==> src/rtl/instr_fetch_unit_pkg.sv <==
// Shared constants, types and helpers for the MIPS instruction fetch unit.
package instr_fetch_unit_pkg;

    localparam logic [31:0] DEFAULT_RESET_PC = 32'h0000_0000;
    localparam int unsigned INSTR_W          = 32;
    localparam logic [INSTR_W-1:0] NOP_WORD  = 32'h0;
    localparam logic [31:0] PC_INCR          = 32'd4;

    typedef enum logic {
        FETCH,
        DRAIN
    } fetch_state_e;

    function automatic logic [31:0] align_pc(input logic [31:0] pc);
        return {pc[31:2], 2'b00};
    endfunction

endpackage

==> src/rtl/instr_fetch_unit_fetch_fifo.sv <==
// Synchronous FIFO of {pc, data} entries with flush; reads return zero when empty.
module fetch_fifo
    import instr_fetch_unit_pkg::*;
#(
    parameter int unsigned DEPTH = 4
) (
    input  logic                         clk,
    input  logic                         rst,
    input  logic                         push,
    input  logic                         pop,
    input  logic                         flush,
    input  logic [2*INSTR_W-1:0]         wdata,
    output logic [2*INSTR_W-1:0]         rdata,
    output logic                         empty,
    output logic [$clog2(DEPTH+1)-1:0]   count
);

    localparam int unsigned CW = $clog2(DEPTH + 1);
    localparam int unsigned PW = $clog2(DEPTH);

    logic [2*INSTR_W-1:0] mem [DEPTH];
    logic [PW-1:0]        rd_ptr;
    logic [PW-1:0]        wr_ptr;
    logic                 do_pop;

    assign empty  = (count == '0);
    assign do_pop = pop && !empty;
    assign rdata  = empty ? '0 : mem[rd_ptr];

    always_ff @(posedge clk or negedge rst) begin
        if (!rst) begin
            rd_ptr <= '0;
            wr_ptr <= '0;
            count  <= '0;
        end else if (flush) begin
            rd_ptr <= '0;
            wr_ptr <= '0;
            count  <= '0;
        end else begin
            if (push) wr_ptr <= wr_ptr + PW'(1);
            if (do_pop) rd_ptr <= rd_ptr + PW'(1);
            case ({push, do_pop})
                2'b10:   count <= count + CW'(1);
                2'b01:   count <= count - CW'(1);
                default: ;
            endcase
        end
    end

    always_ff @(posedge clk) begin
        if (push && !flush) mem[wr_ptr] <= wdata;
    end

    a_no_overflow: assert property (@(posedge clk) disable iff (!rst)
        !(push && !flush && !do_pop && count == CW'(DEPTH)));

endmodule

==> src/rtl/instr_fetch_unit.sv <==
// Fetch stage: owns the fetch PC, issues credit-limited imem requests, buffers
// returned words in order and discards stale responses after a redirect.
module instr_fetch_unit
    import instr_fetch_unit_pkg::*;
#(
    parameter logic [31:0] RESET_PC = DEFAULT_RESET_PC,
    parameter int unsigned DEPTH    = 4
) (
    input  logic               clk,
    input  logic               rst,
    output logic               imem_req_valid,
    output logic [31:0]        imem_req_addr,
    input  logic               imem_req_ready,
    input  logic               imem_rsp_valid,
    input  logic [INSTR_W-1:0] imem_rsp_data,
    input  logic               redirect_valid,
    input  logic [31:0]        redirect_pc,
    output logic               inst_valid,
    input  logic               inst_ready,
    output logic [INSTR_W-1:0] inst_data,
    output logic [31:0]        inst_pc,
    output logic [31:0]        inst_pc_plus4
);

    localparam int unsigned CW  = $clog2(DEPTH + 1);
    localparam logic [CW:0] CAP = (CW + 1)'(DEPTH);

    fetch_state_e         state;
    logic [31:0]          fetch_pc;
    logic [31:0]          rsp_pc;
    logic [CW-1:0]        outstanding;
    logic [CW-1:0]        drop_cnt;
    logic [CW-1:0]        drop_next;
    logic [CW-1:0]        occupancy;
    logic [CW:0]          in_use;
    logic                 req_fire;
    logic                 rsp_drop;
    logic                 rsp_push;
    logic                 fifo_empty;
    logic [2*INSTR_W-1:0] head;

    assign in_use         = {1'b0, occupancy} + {1'b0, outstanding};
    assign imem_req_valid = rst && !redirect_valid && (in_use < CAP);
    assign imem_req_addr  = fetch_pc;
    assign req_fire       = imem_req_valid && imem_req_ready;
    assign rsp_drop       = imem_rsp_valid && (redirect_valid || state == DRAIN);
    assign rsp_push       = imem_rsp_valid && !rsp_drop;

    // outstanding already counts earlier stale requests, so on a redirect it
    // alone (minus this cycle's response) is the accumulated drop count.
    always_comb begin
        drop_next = drop_cnt;
        if (redirect_valid) drop_next = outstanding - CW'(imem_rsp_valid);
        else if (rsp_drop)  drop_next = drop_cnt - CW'(1);
    end

    always_ff @(posedge clk or negedge rst) begin
        if (!rst) begin
            state       <= FETCH;
            fetch_pc    <= RESET_PC;
            rsp_pc      <= RESET_PC;
            outstanding <= '0;
            drop_cnt    <= '0;
        end else begin
            drop_cnt <= drop_next;
            state    <= (drop_next != '0) ? DRAIN : FETCH;
            case ({req_fire, imem_rsp_valid})
                2'b10:   outstanding <= outstanding + CW'(1);
                2'b01:   outstanding <= outstanding - CW'(1);
                default: ;
            endcase
            if (redirect_valid) begin
                fetch_pc <= align_pc(redirect_pc);
                rsp_pc   <= align_pc(redirect_pc);
            end else begin
                if (req_fire) fetch_pc <= fetch_pc + PC_INCR;
                if (rsp_push) rsp_pc <= rsp_pc + PC_INCR;
            end
        end
    end

    fetch_fifo #(
        .DEPTH(DEPTH)
    ) u_fifo (
        .clk   (clk),
        .rst   (rst),
        .push  (rsp_push),
        .pop   (inst_ready),
        .flush (redirect_valid),
        .wdata ({rsp_pc, imem_rsp_data}),
        .rdata (head),
        .empty (fifo_empty),
        .count (occupancy)
    );

    assign inst_valid    = !fifo_empty;
    assign inst_pc       = head[2*INSTR_W-1:INSTR_W];
    assign inst_data     = head[INSTR_W-1:0];
    assign inst_pc_plus4 = fifo_empty ? '0 : inst_pc + PC_INCR;

    a_rsp_has_request: assert property (@(posedge clk) disable iff (!rst)
        imem_rsp_valid |-> (outstanding != '0));
    a_credit: assert property (@(posedge clk) disable iff (!rst)
        in_use <= CAP);

endmodule

==> config.mk <==
export PLATFORM = sky130hd
export DESIGN_NAME = instr_fetch_unit
export DESIGN_NICKNAME = d
export VERILOG_FILES = /design/src/rtl/instr_fetch_unit_pkg.sv /design/src/rtl/instr_fetch_unit_fetch_fifo.sv /design/src/rtl/instr_fetch_unit.sv
export SDC_FILE = /design/constraint.sdc
export NUM_CORES = 1
export LEC_CHECK = 0
export ABC_AREA = 1
export CORE_MARGIN = 2
export CORE_UTILIZATION = 25
export CTS_BUF_LIST = sky130_fd_sc_hd__clkbuf_2 sky130_fd_sc_hd__clkbuf_4 sky130_fd_sc_hd__clkbuf_8
export CTS_CLUSTER_SIZE = 14
export DETAILED_ROUTE_END_ITERATION = 12
export PLACE_DENSITY = 0.54
export SYNTH_ARGS = -nofsm -noshare
export SYNTH_HDL_FRONTEND = slang
export SYNTH_SLANG_ARGS = --single-unit
==> constraint.sdc <==
create_clock -name clk -period 4.15 [get_ports clk]
set_input_delay 0.415 -clock clk [delete_from_list [all_inputs] [get_ports clk]]
set_output_delay 0.415 -clock clk [all_outputs]
set_load 0.01 [all_outputs]
==> impl_metrics.json <==
{
  "dr.pass1.iters": 7,
  "synth_xor_area_share_pct": 2.364,
  "area_growth_pct": 25.78,
  "fin_area_mm2": 0.02004,
  "critPathMostFrequentCell": "nand2_1",
  "seq_power_share_pct": 36.5,
  "synth-simple-area-share_pct": 24.76,
  "core_region_area_mm2": 0.06308,
  "synth_compound_area_share_pct": 6.746,
  "yosysTopAreaCell": "edfxtp_1",
  "fin_cells": 2824,
  "arrival_ps": 3480,
  "io_buffers": 191,
  "cpPeakStageDelay_ps": 550,
  "finClkSkew_ps": 57.96,
  "final_common_cell": "nand2_1",
  "ys.flop_type": "edfxtp_1",
  "slew_violations": 0,
  "final-setup-viol-count": 0,
  "clkSlewWorstSetupHoldPaths_ps": 60,
  "powerDensity_mw_per_mm2": 551.2,
  "period_share_pct": 93.78,
  "cp_slowest_cell": "dfrtp_4",
  "required_ps": 3730,
  "die_area_mm2": 0.06577,
  "hp-class": "input pin to async pin",
  "placed_area_mm2": 0.01873,
  "first_iter_violations": 907,
  "tritoncts": "done",
  "grt_max_degree": 60,
  "clkPwrFrac_pct": 27.6,
  "synth-edff-count": 248,
  "critPathBufInv": 5,
  "root_buffer": "clkbuf_8",
  "synthAdderAreaFrac_pct": 1.272,
  "start_kind": "flop",
  "fillers": 6585,
  "max_slew.worst_pin.slew_ps": 742.1,
  "synthTopCellsByArea": "edfxtp_1 47%, dfrtp_1 12%, nand2_1 10%, nor2_1 5.5%, nand3_1 4.1%",
  "cts_sinks": 322,
  "drc": 0,
  "yosys_warnings": 0,
  "layout_common_cells": "437 x nand2_1, 248 x edfxtp_1, 230 x nor2_1",
  "wl_mm": 48.02,
  "antenna_cells": 0,
  "die_y_um": 256.5,
  "intPower_mw": 7.073,
  "timing.max_cap.violations": 0,
  "cts.htree.levels": 2,
  "ys_seq_area_share_pct": 58.36,
  "ioPinCount": 200,
  "path_cells": "inv_6, nand2_1, nand3_1, and2_1, inv_1, nor2_1, ha_2, buf_4, nand3_1, nor2_2, nand2_1, nand2_1, o21ai_1, inv_1, clkdlybuf4s50_1",
  "async_flop_share_pct": 22.98,
  "avgSynthCellArea_um2": 9.285,
  "slew-limit-headroom_pct": 50.52,
  "synthesis.area_mm2": 0.01593,
  "synth_top_family_by_area": "simple AND/OR/NAND/NOR gates",
  "max_clock_freq_ghz": 0.2569,
  "num_rows": 92,
  "drtAntennaViolNets": 0,
  "total_power_mw": 11.05,
  "fin_ws_ps": 258.1,
  "drive_gt1_share_pct": 10.52,
  "dp_slack_ps": 389.4,
  "period_needed_ps": 3892,
  "ir_drop_mv": 0.2974,
  "wl_per_cell_um": 17.00,
  "nets": 2014,
  "dp_cells": 2713,
  "hold_viol": 0,
  "path_class": "flop to output port",
  "setup_tns_ps": 0,
  "vias_per_cell": 4.540,
  "start_util_pct": 25.26,
  "grt_use_total_pct": 14.27,
  "worstSetupEndpointType": "output port",
  "synth_top_area_share_pct": 46.74,
  "finalWeightedCongestion": 0.8965,
  "clk_latency_ps": 660,
  "p_sw_share_pct": 35.98,
  "grt_pass1_vias": 12400,
  "hpwl_mm": 32.61,
  "die_w_um": 256.5,
  "power_switching_mw": 3.974,
  "dr_total_vias": 12820,
  "synthMuxAreaShare_pct": 0,
  "status": "finished, final reports clean",
  "synthCells": 1716,
  "cts.path.max_buffers": 3,
  "path_max_fanout": 8,
  "leakage_nw": 7.837,
  "ys_ff_latch": 322,
  "synth.distinct_cells": 41,
  "combinationalPowerShare_pct": 35.9,
  "grt_pass1_wl_mm": 72.54,
  "cts_made_buffers": 57,
  "grt_overflow": 0,
  "antenna_found_initial": 1,
  "cpLargestDelayFamily": "simple AND/OR/NAND/NOR gates"
}
## synth_stat cells (7+ instances only)
| library cell | count |
|---|---|
| nor2_2 | 22 |
| edfxtp_1 | 248 |
| xor2_1 | 33 |
| clkbuf_1 | 20 |
| inv_1 | 152 |
| a21oi_1 | 44 |
| ha_1 | 13 |
| nand4_1 | 21 |
| buf_4 | 9 |
| nand2_2 | 16 |
| xnor2_1 | 10 |
| dfrtp_1 | 74 |
| nor3_1 | 21 |
| o211ai_1 | 23 |
| buf_2 | 20 |
| nor2_1 | 234 |
| buf_6 | 12 |
| nand2_1 | 437 |
| nand3_1 | 130 |
| buf_1 | 7 |
| o21ai_0 | 100 |
| nand3_2 | 12 |
## state kept, by name, summed over array words and instances, names as in the netlist
signal,count
rsp_pc,30
imem_req_addr,30
state,1
u_fifo.mem,248
u_fifo.rd_ptr,2
u_fifo.wr_ptr,2
u_fifo.count,3
drop_cnt,3
outstanding,3
## timing repair
item,in CTS,in global routing
hold endpoints to repair,29,0
setup buffers,0,2
pin swaps,0,1
resized for setup,10,10
setup endpoints to repair,20,9
hold buffers,1,0
## power by group through the flow
stage	clock [mW]	combinational [mW]	sequential, mW
finish	3.05	3.96	4.03
global route	3.28	4.34	4.06
CTS	3.15	3.99	4.02
detailed placement	0	3.96	4.08
global placement	0	3.92	4.07
floorplan	0	2.11	4.00
## routing by layer
layer | track usage (%) | wire, um | up-vias
met4 | 4.667 | 1175 | 2
met5 | 0 | 10 | -
li1 | - | - | 6138
met2 | 22.71 | 21720 | 486
met3 | 2.798 | 3225 | 81
met1 | 19.47 | 21890 | 6114
## kinds of logic (layout without fill, tap and decap cells)
kind of cell	after synthesis	count (layout)
AOI/OAI and AO/OA	192	192
xor gates and xnor gates	43	43
adders and majority gates	15	15
buffers and inverters	229	486
DFF	322	322
other	1	6
and+or+nand+nor	914	914
## layout make-up
cell class,count,area [um2],area share [%]
inverters,159,601.8,3.003
clock buffers,89,1081,5.394
repair buffers,219,2207,11.01
clock inverters,19,123.9,0.6181
multi-input cells,1170,5664,28.26
flip-flops and latches,322,9304,46.43
well taps,846,1059,5.282
## through the flow
step	utilization (%)	hold WS, ps
floorplan	-	119.4
detailed placement	29.70	398.4
finish	31.77	264.5
global placement	29.70	398.3
CTS	31.68	228.8
global route	31.77	285.7
## worst paths after layout
kind / startpoint / endpoint / slack [ps] / depth (start not counted)
setup / recovery: u_fifo.rd_ptr[0]$_DFFE_PN0P_ / inst_pc_plus4[18] / 260 / 15
hold / removal: rst / imem_req_addr[20]$_DFFE_PN0P_ / 260 / 2
setup reg to reg: outstanding[2]$_DFFE_PN0P_ / imem_req_addr[17]$_DFFE_PN0P_ / 1680 / 10
hold reg to reg: outstanding[0]$_DFFE_PN0P_ / outstanding[0]$_DFFE_PN0P_ / 500 / 1
max in group asynchronous: rst / u_fifo.rd_ptr[0]$_DFFE_PN0P_ / 2810 / 3
min in group clk: imem_rsp_data[6] / u_fifo.mem[0][6]$_DFFE_PP_ / 390 / 1
(Power assumes the default switching activity.)
